$ cat config.mk
export PLATFORM = sky130hd
export DESIGN_NAME = serial_adder_seq_flat
export DESIGN_NICKNAME = d
export VERILOG_FILES = /design/src/rtl/adder_pkg.sv /design/src/rtl/serial_adder_seq_if.sv /design/src/rtl/carry_select_adder4bit.sv /design/src/rtl/serial_adder_seq.sv /design/src/flat_wrapper.sv
export SDC_FILE = /design/constraint.sdc
export NUM_CORES = 1
export LEC_CHECK = 0
export ABC_AREA = 1
export CORE_ASPECT_RATIO = 0.5
export CORE_MARGIN = 2
export CORE_UTILIZATION = 37
export CTS_BUF_LIST = sky130_fd_sc_hd__clkbuf_8
export CTS_CLUSTER_SIZE = 25
export DETAILED_ROUTE_END_ITERATION = 8
export PLACE_DENSITY_LB_ADDON = 0.12
export REMOVE_ABC_BUFFERS = 1
export SYNTH_ARGS = -nofsm -noshare
export SYNTH_HDL_FRONTEND = slang
export SYNTH_HIERARCHICAL = 1
export SYNTH_SLANG_ARGS = --single-unit
$ cat constraint.sdc
create_clock -name clk -period 2.1 [get_ports clk]
set_input_delay 0.42 -clock clk [delete_from_list [all_inputs] [get_ports clk]]
set_output_delay 0.42 -clock clk [all_outputs]
set_load 0.01 [all_outputs]
$ cat src/rtl/adder_pkg.sv
// Shared definitions for the nibble-serial adder: FSM encodings and nibble width.
package adder_pkg;

    localparam int NIBBLE_W = 4;

    typedef enum logic [1:0] {
        IDLE = 2'b00,
        ADD  = 2'b01,
        DONE = 2'b10
    } state_t;

endpackage

$ cat src/rtl/serial_adder_seq_if.sv
// Request/result bundle between a requester and serial_adder_seq.
interface serial_adder_seq_if #(
    parameter int WIDTH = 16
);

    logic             start;
    logic [WIDTH-1:0] A;
    logic [WIDTH-1:0] B;
    logic             Cin;
    logic             busy;
    logic             done;
    logic [WIDTH-1:0] sum;
    logic             Cout;
    logic             overflow;

    modport master (
        output start, A, B, Cin,
        input  busy, done, sum, Cout, overflow
    );

    modport slave (
        input  start, A, B, Cin,
        output busy, done, sum, Cout, overflow
    );

endinterface

$ cat src/rtl/carry_select_adder4bit.sv
// 4-bit carry-select adder: low pair ripples, high pair is precomputed for both
// carries and selected by the low pair's carry-out.
module carry_select_adder4bit (
    input  logic [3:0] A,
    input  logic [3:0] B,
    input  logic       Cin,
    output logic [3:0] sum,
    output logic       Cout
);

    logic [2:0] lo;
    logic [2:0] hi0;
    logic [2:0] hi1;

    assign lo  = {1'b0, A[1:0]} + {1'b0, B[1:0]} + {2'b00, Cin};
    assign hi0 = {1'b0, A[3:2]} + {1'b0, B[3:2]};
    assign hi1 = {1'b0, A[3:2]} + {1'b0, B[3:2]} + 3'd1;

    assign sum[1:0]          = lo[1:0];
    assign {Cout, sum[3:2]}  = lo[2] ? hi1 : hi0;

endmodule

$ cat src/rtl/serial_adder_seq.sv
// Sequences a WIDTH-bit addition through one 4-bit carry-select slice, one
// nibble per clock, LSB nibble first; result shifts into sum from the top.
module serial_adder_seq
    import adder_pkg::*;
#(
    parameter int WIDTH = 16
) (
    input  logic               clk,
    input  logic               rst,
    serial_adder_seq_if.slave  bus
);

    localparam int NIB = WIDTH / NIBBLE_W;
    localparam int CW  = (NIB > 1) ? $clog2(NIB) : 1;
    localparam logic [CW-1:0] LAST = CW'(NIB - 1);

    state_t               state;
    state_t               state_next;
    logic [WIDTH-1:0]     op_a;
    logic [WIDTH-1:0]     op_b;
    logic                 carry_q;
    logic                 sign_a;
    logic                 sign_b;
    logic [CW-1:0]        cnt;
    logic [WIDTH-1:0]     sum_q;
    logic                 cout_q;
    logic                 ovf_q;
    logic [NIBBLE_W-1:0]  slice_sum;
    logic                 slice_cout;
    logic                 accept;
    logic                 last_step;

    carry_select_adder4bit u_slice (
        .A    (op_a[NIBBLE_W-1:0]),
        .B    (op_b[NIBBLE_W-1:0]),
        .Cin  (carry_q),
        .sum  (slice_sum),
        .Cout (slice_cout)
    );

    // Requests are only taken when not busy; DONE accepting gives back-to-back runs.
    assign accept    = bus.start && (state != ADD);
    assign last_step = (state == ADD) && (cnt == LAST);

    always_comb begin
        state_next = state;
        case (state)
            IDLE:    if (bus.start) state_next = ADD;
            ADD:     if (cnt == LAST) state_next = DONE;
            DONE:    state_next = bus.start ? ADD : IDLE;
            default: state_next = IDLE;
        endcase
    end

    always_ff @(posedge clk or posedge rst) begin
        if (rst) begin
            state <= IDLE;
        end else begin
            state <= state_next;
        end
    end

    always_ff @(posedge clk or posedge rst) begin
        if (rst) begin
            op_a    <= '0;
            op_b    <= '0;
            carry_q <= 1'b0;
            sign_a  <= 1'b0;
            sign_b  <= 1'b0;
            cnt     <= '0;
            sum_q   <= '0;
            cout_q  <= 1'b0;
            ovf_q   <= 1'b0;
        end else if (accept) begin
            op_a    <= bus.A;
            op_b    <= bus.B;
            carry_q <= bus.Cin;
            sign_a  <= bus.A[WIDTH-1];
            sign_b  <= bus.B[WIDTH-1];
            cnt     <= '0;
        end else if (state == ADD) begin
            sum_q   <= {slice_sum, sum_q[WIDTH-1:NIBBLE_W]};
            op_a    <= op_a >> NIBBLE_W;
            op_b    <= op_b >> NIBBLE_W;
            carry_q <= slice_cout;
            cnt     <= cnt + 1'b1;
            // The final slice nibble becomes the result MSB nibble.
            if (last_step) begin
                cout_q <= slice_cout;
                ovf_q  <= (sign_a == sign_b) && (slice_sum[NIBBLE_W-1] != sign_a);
            end
        end
    end

    assign bus.busy     = (state == ADD);
    assign bus.done     = (state == DONE);
    assign bus.sum      = sum_q;
    assign bus.Cout     = cout_q;
    assign bus.overflow = ovf_q;

endmodule

$ cat src/flat_wrapper.sv
// flat-port wrapper written by rule: the top's interface ports become plain ports
module serial_adder_seq_flat import adder_pkg::*;
#(
    parameter int WIDTH = 16
)
  (clk, rst, bus_start, bus_A, bus_B, bus_Cin, bus_busy, bus_done, bus_sum, bus_Cout, bus_overflow);
  serial_adder_seq_if #(.WIDTH(WIDTH)) bus_i ();
  input  logic clk;
  input  logic rst;
  input wire logic [$bits(bus_i.start)-1:0] bus_start;
  input wire logic [$bits(bus_i.A)-1:0] bus_A;
  input wire logic [$bits(bus_i.B)-1:0] bus_B;
  input wire logic [$bits(bus_i.Cin)-1:0] bus_Cin;
  output wire logic [$bits(bus_i.busy)-1:0] bus_busy;
  output wire logic [$bits(bus_i.done)-1:0] bus_done;
  output wire logic [$bits(bus_i.sum)-1:0] bus_sum;
  output wire logic [$bits(bus_i.Cout)-1:0] bus_Cout;
  output wire logic [$bits(bus_i.overflow)-1:0] bus_overflow;
  assign bus_i.start = bus_start;
  assign bus_i.A = bus_A;
  assign bus_i.B = bus_B;
  assign bus_i.Cin = bus_Cin;
  assign bus_busy = bus_i.busy;
  assign bus_done = bus_i.done;
  assign bus_sum = bus_i.sum;
  assign bus_Cout = bus_i.Cout;
  assign bus_overflow = bus_i.overflow;
  serial_adder_seq #(.WIDTH(WIDTH)) u_core (.clk(clk), .rst(rst), .bus(bus_i));
endmodule
=== Word-level counts from Yosys, hierarchy flattened ===
Index checks and enable logic that the tools add are counted.

* Bitwise gates (word level): 1
* $add $sub $neg: 5
* Muxes and demuxes: 13
* Reduce and logical (&&, ||, !) cells: 8
* Equal/unequal tests: 8

{| class="wikitable"
|+ Operators with widths
! operator !! count
|-
| $mux W16 || 4
|-
| $mux W2 || 4
|-
| $add A2 B2 Y3 || 2
|-
| $pmux W2 S3 || 1
|-
| $eq A2 B2 Y1 const B || 2
|-
| $ne A2 B1 Y1 const B || 2
|-
| $reduce_and A2 Y1 || 2
|-
| $add A3 B1 Y3 || 1
|-
| $add A3 B1 Y3 const B || 1
|-
| $logic_and A1 B1 Y1 || 3
|-
| $mux W1 || 3
|-
| $mux W3 || 1
|-
| $reduce_and A3 Y1 || 1
|-
| $add A2 B1 Y2 const B || 1
|-
| $eq A2 B1 Y1 const B || 1
|-
| $logic_not A2 Y1 || 1
|-
| $ne A2 B2 Y1 const B || 1
|-
| $reduce_bool A2 Y1 || 1
|-
| $eq A1 B1 Y1 || 1
|-
| $ne A1 B1 Y1 || 1
|-
| $not A1 Y1 || 1
|}

* Register bits after elaboration: 57
* Output and inout bits: 20
* Logic and storage cells: 45
* Bits of input ports: 36

=== Longest topological paths before layout ===
Gate-level depths: netlist of the first run.

* Depth after elaboration: 5
* Mapped depth: 11
* Mapped depth without buffers: 11

=== By module ===
The synthesis of the first run kept the hierarchy.

{| class="wikitable"
|+ By module, submodules not included
! module !! instances !! area an instance (um^2) !! cells an instance
|-
| serial_adder_seq || 1 || 2412.3 || 280
|-
| carry_select_adder4bit || 1 || 148.9 || 20
|}

=== Least setup slack after synthesis of the first run ===
Ideal clock, no wire load.

* Kind: reg2reg
* Start point: register u_core.op_a[2]
* End point: register u_core.ovf_q, in the netlist u_core/bus.overflow
* Period minus slack after synthesis: 1.793 ns
* Setup time: 0.116 ns
* Data required time: 1.984 ns
* Slack: 0.307 ns
* Arrival: 1.677 ns
* Cell stages (with the launch flop): 11
* Cell sequence: dfrtp_1 ha_1 fa_1 ha_1 nand2_1 o21ai_0 inv_1 nand3_1 nand2_1 nand2_1 nand2_1

* Cells in the longest elaborated chain, start to end: 5

{| class="wikitable"
|+ RTL lines
! item !! line !! RTL
|-
| start, declared || serial_adder_seq.sv:19 || <nowiki>logic [WIDTH-1:0] op_a;</nowiki>
|-
| start signal, assigned || serial_adder_seq.sv:75 || <nowiki>op_a <= bus.A;</nowiki>
|-
| start signal, assigned || serial_adder_seq.sv:83 || <nowiki>op_a <= op_a >> NIBBLE_W;</nowiki>
|-
| $add A2 B2 Y3 (*) || carry_select_adder4bit.sv:16, carry_select_adder4bit.sv:17 ||
|-
| $add A3 B1 Y3 || carry_select_adder4bit.sv:17 || <nowiki>assign hi1 = {1'b0, A[3:2]} + {1'b0, B[3:2]} + 3'd1;</nowiki>
|-
| $mux W3 (*) || carry_select_adder4bit.sv:20 || <nowiki>assign {Cout, sum[3:2]} = lo[2] ? hi1 : hi0;</nowiki>
|-
| named net u_core.slice_sum[3] || serial_adder_seq.sv:28 || <nowiki>logic [NIBBLE_W-1:0] slice_sum;</nowiki>
|-
| $ne A1 B1 Y1 (*) || serial_adder_seq.sv:90 || <nowiki>ovf_q <= (sign_a == sign_b) && (slice_sum[NIBBLE_W-1] != sign_a);</nowiki>
|-
| $logic_and A1 B1 Y1 (*) || serial_adder_seq.sv:90 ||
|-
| end signal, assigned || serial_adder_seq.sv:90 ||
|-
| end, declared || serial_adder_seq.sv:27 || <nowiki>logic ovf_q;</nowiki>
|}

The timed path passes the listed nets; every way through them passes the cells marked *.
A chain may end at the register's enable or synchronous reset.

=== Worst setup path in the final report of the first run ===
Ends and elaborated chain as after synthesis.

==> metrics list, run 1 <==
- Outcome: completed
- In the final layout, the multi-input gates occupy 987 um2.
* Final hold slack: 0.474 ns
- After detailed routing, the number of vias per cell comes to 4.74.
* Critical-path maximum fanout: 2
- Buffers inserted to repair hold after CTS numbered 0.
- The top cell type by area accounts for 55.7% of the synthesized area.
* Global-route wire length before repair: 9.56 mm
* Sequential cell area in the final layout: 0.00143 mm2
- In this run the register-to-register setup slack is 0.15 ns.
- TNS Setup: 0 ns
- Setup repair after global routing missed its margin: false
- Summed over all layers, the routed wires come to 5.63 mm.
* Share of post-route cells with drive strength above 1: 8.59%
* Most used flip-flop cell after synthesis: dfrtp_1
- Async S/R FF share, synth: 100%
* Post_cts resized: 0
- Dividing the synthesized area by the synthesized cell count gives 8.54 um2.
* Maximum operating frequency: 0.514 GHz
- The mapped netlist covers 0.00256 mm2.
- VDD sags by at most 0.547 mV.
* Length of routed met2 wiring: 2.39 mm
- Detailed-routing wirelength on met1: 2.86 mm
* CORE AREA: 0.00670 mm2
- Sum of met3 wire segment lengths after detailed routing: 336 um
* Cell with the biggest individual delay on the critical path: fa_1
* Arrival time worst endpoint: 2.18 ns
- Main area contributors after synthesis: dfrtp_1 56%, nand2_1 17%, nand3_1 15%, buf_2 2.5%, fa_1 2.3%
- Setup crit end: u_core/bus.overflow
* Via count of the first global-routing pass: 2015
- For this run, the post-layout net count is 398.
- Synthesized instance count: 300
- Entering global routing, the biggest net connects 61 pins.
- Routability-driven placement finished with a final weighted congestion of 0.758.
- After detailed routing, no signal wire sits above met4.
- Overall power of the completed layout: 4940 uW
* Die Ht: 62.8 um
* Half-perimeter wire length after placement: 3.84 mm
- At the worst endpoint, the required time is 2.33 ns.
* Antenna violations before repair: 0
- The final-report hold violation count is 0.
- Summed over all nets, the switching power comes to 1920 uW.
- Counting the fill cells in the layout gives 647.
- Count of cells along the worst register-to-register path: 10
- Sort of element at the start of the critical path: flip-flop
- Later-pin clock latency in the skew report: 0.34 ns
- Dividing the final minimum period by the clock period gives 92.7%.
- The count of nets left with antenna violations once routing finished came out at 0.
- Between clock sinks in the finished design, the worst skew comes to 0.00514 ns.
- Cell internal power was estimated by the tool at 3020 uW.
- Number of top-level design ports: 56
* R2r startpoint: u_core/op_a[2]
- Post-CTS timing repair inserted 0 buffers for setup.
- Post-synth cell types: 19
- Counting the buffers created by CTS gives 9.
- Clock edge transition at the registers on the reported setup and hold paths: 0.07 ns
- Cell accounting for the most synthesized area: dfrtp_1
- Buffers added on ports: 55
- Net switching is 38.9% of the power.
- Among the stages of the critical path, the cell type that occurs most often is nand2_1.
- The tightest min-delay check is of the in2async type.
- The floorplan has 21 rows.
- Category of the critical setup timing path: reg2reg
- Global-route total usage across every layer: 16.1%
- Layout Area Growth over Synthesis: 32.9%
* Number of buffers between clock root and the deepest sink: 2
* Routed wire per std cell: 12.4 um
* Root buf cell: clkbuf_8
- For this run the aggregate overflow at the end of global routing stands at 0.
* Iteration count of the initial detailed-routing pass: 4
- Sequential cells account for 38.3% of the total power.
* Worst setup startpoint: u_core/op_a[2]
- Synthesis inferred 57 register bits.
* Clock tree from TritonCTS: built
- Share of power burned in the clock network: 20.1%
- Across the run, the number of max-cap violations was 0.
- Max transition margin: 60.8%
- The die covers 0.00764 mm2.
- The repair_antennas step left the layout with diodes totalling 0.
- Traced cell by cell, the critical path runs through ha_1, fa_1, ha_1, nand2_1, o21ai_0, inv_1, nand3_1, nand2_1, nand2_1, nand2_1.
- The initial utilization of the core area, before any placement, comes to 38.2%.
- The endpoint identified for the worst register-to-register timing path is u_core/bus.overflow.
- Ys Warns: 6
- Kind of end point of the critical path: flip-flop
- H-tree level count: 3
- The final number of max-transition violations is 0.
- Yosys instantiated no cell more often than nand2_1.
- Detailed routing inserted a total of 2145 vias.
- Counting every sink on the clock net gives 57.
* Worst stage delay on the critical path: 0.47 ns
* Number of design rule violations left after detail routing: 0
* Leakage power figure: 0.00167 uW
- Combinational logic burns 41.6% of the power.
* Die W: 122 um
- Worst-Margin Slew: 0.587 ns
- Counting flops with a built-in enable in the synthesized netlist gives 0.
- Final min period: 1.95 ns
- After the first detailed-routing iteration, the DRC count stood at 143.
* Sequential-to-total area share from yosys stat: 55.7%
- Power density normalized to cell area: 1450 mW/mm2
- Number of endpoints failing setup at the final stage: 0
* Most common library cells after synthesis: 117 x nand2_1, 77 x nand3_1, 57 x dfrtp_1, 13 x buf_2, 11 x inv_1
-- power by group through the flow --
stage	Clock, uW	Combinational, uW	Sequential, uW
floorplan	0	1200	1910
global placement	0	2030	1900
detailed placement	0	2080	1910
CTS	1020	2090	1900
global route	1080	2350	1970
finish	992	2050	1890
-- area by class of cell --
type / count / area share (%)
inverters: 16 / 1.76
multi-input cells: 211 / 29.0
repair buffers: 61 / 18.2
clock buffers: 9 / 3.64
clock inverters: 7 / 2.09
flip-flops and latches: 57 / 41.9
well taps: 92 / 3.38
-- stage by stage --
stage               instances  setup slack [ns]  util [%]  area, um2
finish                    453             0.154      50.8       3400
floorplan                 284             0.280         -       2470
CTS                       453             0.172      50.8       3400
global route              453            0.0279      50.8       3400
global placement          437             0.225      47.9       3210
detailed placement        437             0.178      47.9       3210
-- how the worst min path moves through the flow --
stage	start	end	slack, ns	cells past startpoint
finish	rst	u_core/bus.sum[0]	0.47	2
global placement	u_core/op_b[14]	u_core/op_b[14]	0.46	2
floorplan	u_core/op_a[12]	u_core/op_a[12]	0.44	2
CTS	rst	u_core/bus.sum[9]	0.48	2
detailed placement	u_core/bus.sum[0]	u_core/bus.sum[0]	0.46	2
global route	rst	u_core/bus.sum[0]	0.51	2
-- flip-flops by register name, summed over array words and instances, names as in the netlist --
name and flops:
u_core/op_b 16, u_core/carry_q 1, u_core/sign_b 1, u_core/bus.sum 16, u_core/bus.overflow 1, u_core/op_a 16
u_core/sign_a 1, u_core/bus.Cout 1, u_core/state 2, u_core/cnt 2
-- layout by cell type (no fill, tap or decap) --
cell,Yosys,final
nand2_1,117,117
nand3_1,77,77
dfrtp_1,57,57
clkdlybuf4s50_1,0,55
inv_1,11,10
clkbuf_8,0,9
inv_2,5,6
buf_4,1,4
clkinvlp_4,0,3
nor2_1,3,3
ha_1,3,3
fa_1,3,3
clkinv_2,0,2
o21ai_0,2,2
buf_12,0,2
bufinv_16,0,1
clkinv_4,0,1
nand2_2,1,1
nor2_4,1,1
nor2_2,1,1
o22ai_1,1,1
a21oi_1,1,1
xor2_1,1,1
-- logic make-up (layout without fill, tap and decap cells) --
group | after synthesis | in the layout | share of synthesized area [%]
simple gates | 200 | 200 | 33.6
flops | 57 | 57 | 55.7
fa+ha+maj | 6 | 6 | 3.81
xor+xnor | 1 | 1 | 0.342
compound gates | 4 | 4 | 0.830
buf+inv | 32 | 93 | 5.76
-- critical path: cells and delay by family (launching register included) --
kind	cells	cell delay, ns
adders and majority gates	3	0.99
DFF	1	0.39
and+or+nand+nor	5	0.26
AOI/OAI and AO/OA	1	0.12
buffers and inverters	1	0.09
-- routing by layer --
metal / vias up / GRT usage, %
met5: - / 0
met4: 0 / 3.88
met3: 5 / 6.57
met2: 61 / 23.2
met1: 1002 / 22.6
li1: 1077 / -
Note: power is estimated with default switching activity, not from simulation.
==> run 2: changes to the inputs <==
clock period = 1.6 ns   (was 2.1 ns; I/O delays follow)
==> run 2 against run 1 <==
The run now ends with negative setup slack left. Die area unchanged. Sequential share of layout area is 1.9 points lower. Clock power grew 54%. Register-to-register slack worse by 0.43 ns. Total power up 40%. First-iteration DRC count grew 20%. Sequential power rose by 32%. Critical path depth did not move. Cell count is 2.0% higher. Critical path type unchanged. Highest routed layer unchanged.
==> metrics list, run 2 (synthesized netlist as in run 1, its figures left out) <==
- Antenna violations before repair: 0 (unchanged)
- H-tree level count: 3 (unchanged)
* Net switching share of the total power: 37.6% (-1.4 points)
- Leakage power figure: 0.00191 uW (+14%)
- The flow ran to the end, but the final reports show violations.
* Number of placement rows: 21 (unchanged)
- Number of buffers between clock root and the deepest sink: 2 (unchanged)
- The remaining antenna violation count came to 0 (unchanged).
- Worst Setup Slack post-DPL: -0.355 ns (-0.533 ns)
- The critical path data arrival time was 2.10 ns (-0.08 ns).
- CP required: 1.82 ns (-0.51 ns)
- Area of the die: 0.00764 mm2 (unchanged)
- The worst register-to-register path begins at u_core/op_a[2].
- The ratio of cells with drive above 1 in the final layout came to 13.0% (+4.4 points).
* Half-perimeter wire length after placement: 3.99 mm (+3.7%)
- Kind of end point of the critical path: flip-flop
- Starting density of the core: 38.2% (unchanged)
- TritonCTS built the clock tree.
- Max-cap violations: 0 (unchanged)
- Number of buffers inserted by hold repair at cts: 0 (unchanged)
- Final Wtd Congestion: 0.724 (-4.5%)
- Final net count: 407 (+2.3%)
* Routed wire per std cell: 12.7 um (+2.3%)
- Maximum number of pins on one net before global-route repair: 58 (-4.9%)
- Fill cells: 651 (+0.62%)
* Final Max Slew Viols: 0 (unchanged)
- Remaining global-route overflow: 0 (unchanged)
* Post-Route Skew: 0.00735 ns (+0.00221 ns)
* Number of buffers added by the clock tree synthesis step: 9 (unchanged)
- The clock sink total came to 57 (unchanged).
- Pint: 4300 uW (+43%)
- In the layout the commonest cells are 117 x nand2_1, 77 x nand3_1, 57 x dfrtp_1, 38 x clkdlybuf4s50_1, 12 x dlymetal6s2s_1.
* Global-route total usage across every layer: 16.8% (+0.75 points)
* Fraction of the cycle the final worst path needs: 117% (+25 points)
- The endpoint identified for the worst register-to-register timing path is u_core/bus.overflow.
* Setup repair after global routing missed its margin: true
- The depth of the most critical reg-to-reg path was 10 (unchanged).
- Class of the most critical hold timing path: in2async
- Final hold slack: 0.348 ns (-0.126 ns)
- Share of power burned in registers: 36.1% (-2.2 points)
- Switching power of the nets: 2590 uW (+35%)
- Utilization after layout: 53.2% (+2.4 points)
- Max transition margin: 70.8% (+10 points)
- Detailed Route Iter0 Violations: 171 (+20%)
- Vias after detailed routing: 2203 (+2.7%)
- The minimum clock period after layout is 1.87 ns (-0.0710 ns).
- The number of port buffers came to 55 (unchanged).
- Number of endpoints failing setup at the final stage: 5 (+5)
* Die Ht: 62.8 um (unchanged)
* Worst vdd rail ir drop: 0.749 mV (+37%)
- The highest net fanout along the worst path came to 2 (unchanged).
* Violations in the final reports: negative setup slack
* Logic pwr share: 41.7% (about the same)
- The total power was 6890 uW (+40%).
* Root buf cell: clkbuf_8
* Ant diodes: 0 (unchanged)
* Number of design rule violations left after detail routing: 0 (unchanged)
* Smallest setup slack after layout: -0.275 ns (-0.429 ns)
- The number of global-route vias before repair came to 2158 (+7.1%).
* Most frequent standard cell in the layout excluding fill and tap cells: nand2_1
* FF-to-FF setup slack: -0.27 ns (-0.43 ns)
- STA classifies the critical path startpoint as a flip-flop.
* Iteration count of the initial detailed-routing pass: 4 (unchanged)
- The register clock-pin slew on the reported worst setup and hold paths came to 0.07 ns (about the same).
- Sum of routed wire length over all layers: 5.88 mm (+4.4%)
* Number of hold-slack violations in the final timing report: 0 (unchanged)
- The vias per cell came to 4.77 (+0.70%).
- The transition time at the pin with the least slew margin is 0.438 ns (-0.149 ns).
* Number of top-level design ports: 56 (unchanged)
- Share of power burned in the clock network: 22.2% (+2.1 points)
- The power density over the cells was 1930 mW/mm2 (+33%).
* CORE AREA: 0.00670 mm2 (unchanged)
* Die W: 122 um (unchanged)
- Compared with the post-synthesis result, the final layout area differs by 39.3%.
- The achievable frequency was 0.533 GHz (+3.8%).
- Later-pin clock latency in the skew report: 0.34 ns (about the same)
- Global-route wire length before repair: 9.87 mm (+3.2%)
- Category of the critical setup timing path: reg2reg
[run 2: cell type report]
| class | instances | area (um2) | share of cell area [%] |
|---|---|---|---|
| multi-input combinational | 211 | 998 | 28.0 |
| tap | 92 | 115 | 3.23 |
| sequential | 57 | 1430 | 40.0 |
| clock inverter | 5 | 77.6 | 2.17 |
| clock buffer | 11 | 151 | 4.24 |
| inverter | 16 | 60.1 | 1.68 |
| timing repair buffer | 70 | 738 | 20.7 |
[run 2: timing repair]
action / in CTS / in global routing
pin swaps: 2 / 4
gates resized for setup: 8 / 19
endpoints found under the setup margin: 9 / 19
setup buffers: 3 / 2
[run 2: routing by layer]
metal	track usage (%)	up-vias	part of all wire [%]
met5	0	-	0
met1	22.0	1044	48
met3	6.02	13	5.4
met4	7.76	0	1.8
met2	25.0	49	45
li1	-	1097	-
[run 2: power by group through the flow]
stage | registers, uW | clock network [uW] | logic (uW)
2_1_floorplan | 2510 | 0 | 1580
4_1_cts | 2490 | 1570 | 2900
6_report | 2490 | 1530 | 2880
3_5_place_dp | 2520 | 0 | 2830
5_1_grt | 2580 | 1650 | 3280
3_3_place_gp | 2500 | 0 | 2760
[run 2: metrics by stage]
step | instance area (um2) | TNS [ns] | instances
finish | 3570 | -0.755 | 462
global route | 3570 | -1.11 | 462
CTS | 3520 | -0.780 | 460
detailed placement | 3260 | -0.942 | 441
global placement | 3260 | -0.538 | 441
floorplan | 2470 | -7.24 | 284
[run 2: worst max-delay path by stage]
stage	to	start	slack, ns	cells past startpoint
after floorplan	u_core/bus.overflow	u_core/op_a[2]	-0.20	10
after global placement	u_core/bus.overflow	u_core/op_a[2]	-0.25	10
after detailed placement	u_core/bus.overflow	u_core/op_a[2]	-0.36	10
after CTS	u_core/bus.overflow	u_core/op_a[2]	-0.29	10
after global routing	u_core/bus.overflow	u_core/op_a[2]	-0.32	10
final	u_core/bus.overflow	u_core/op_a[2]	-0.27	10
[run 2: worst max-delay path: stages (launching register included)]
cell	delay (ns)
dfrtp_1	0.39
ha_2	0.20
fa_1	0.48
ha_1	0.29
nand2_1	0.06
o21ai_2	0.07
inv_1	0.07
nand3_1	0.07
nand2_1	0.05
nand2_1	0.05
nand2_1	0.05
==> run 3: changes to the inputs <==
CTS_CLUSTER_SIZE = 8   (was 25)
==> results of run 3 <==
Same layout as run 2: the final DEF is identical, and so are final timing and power.
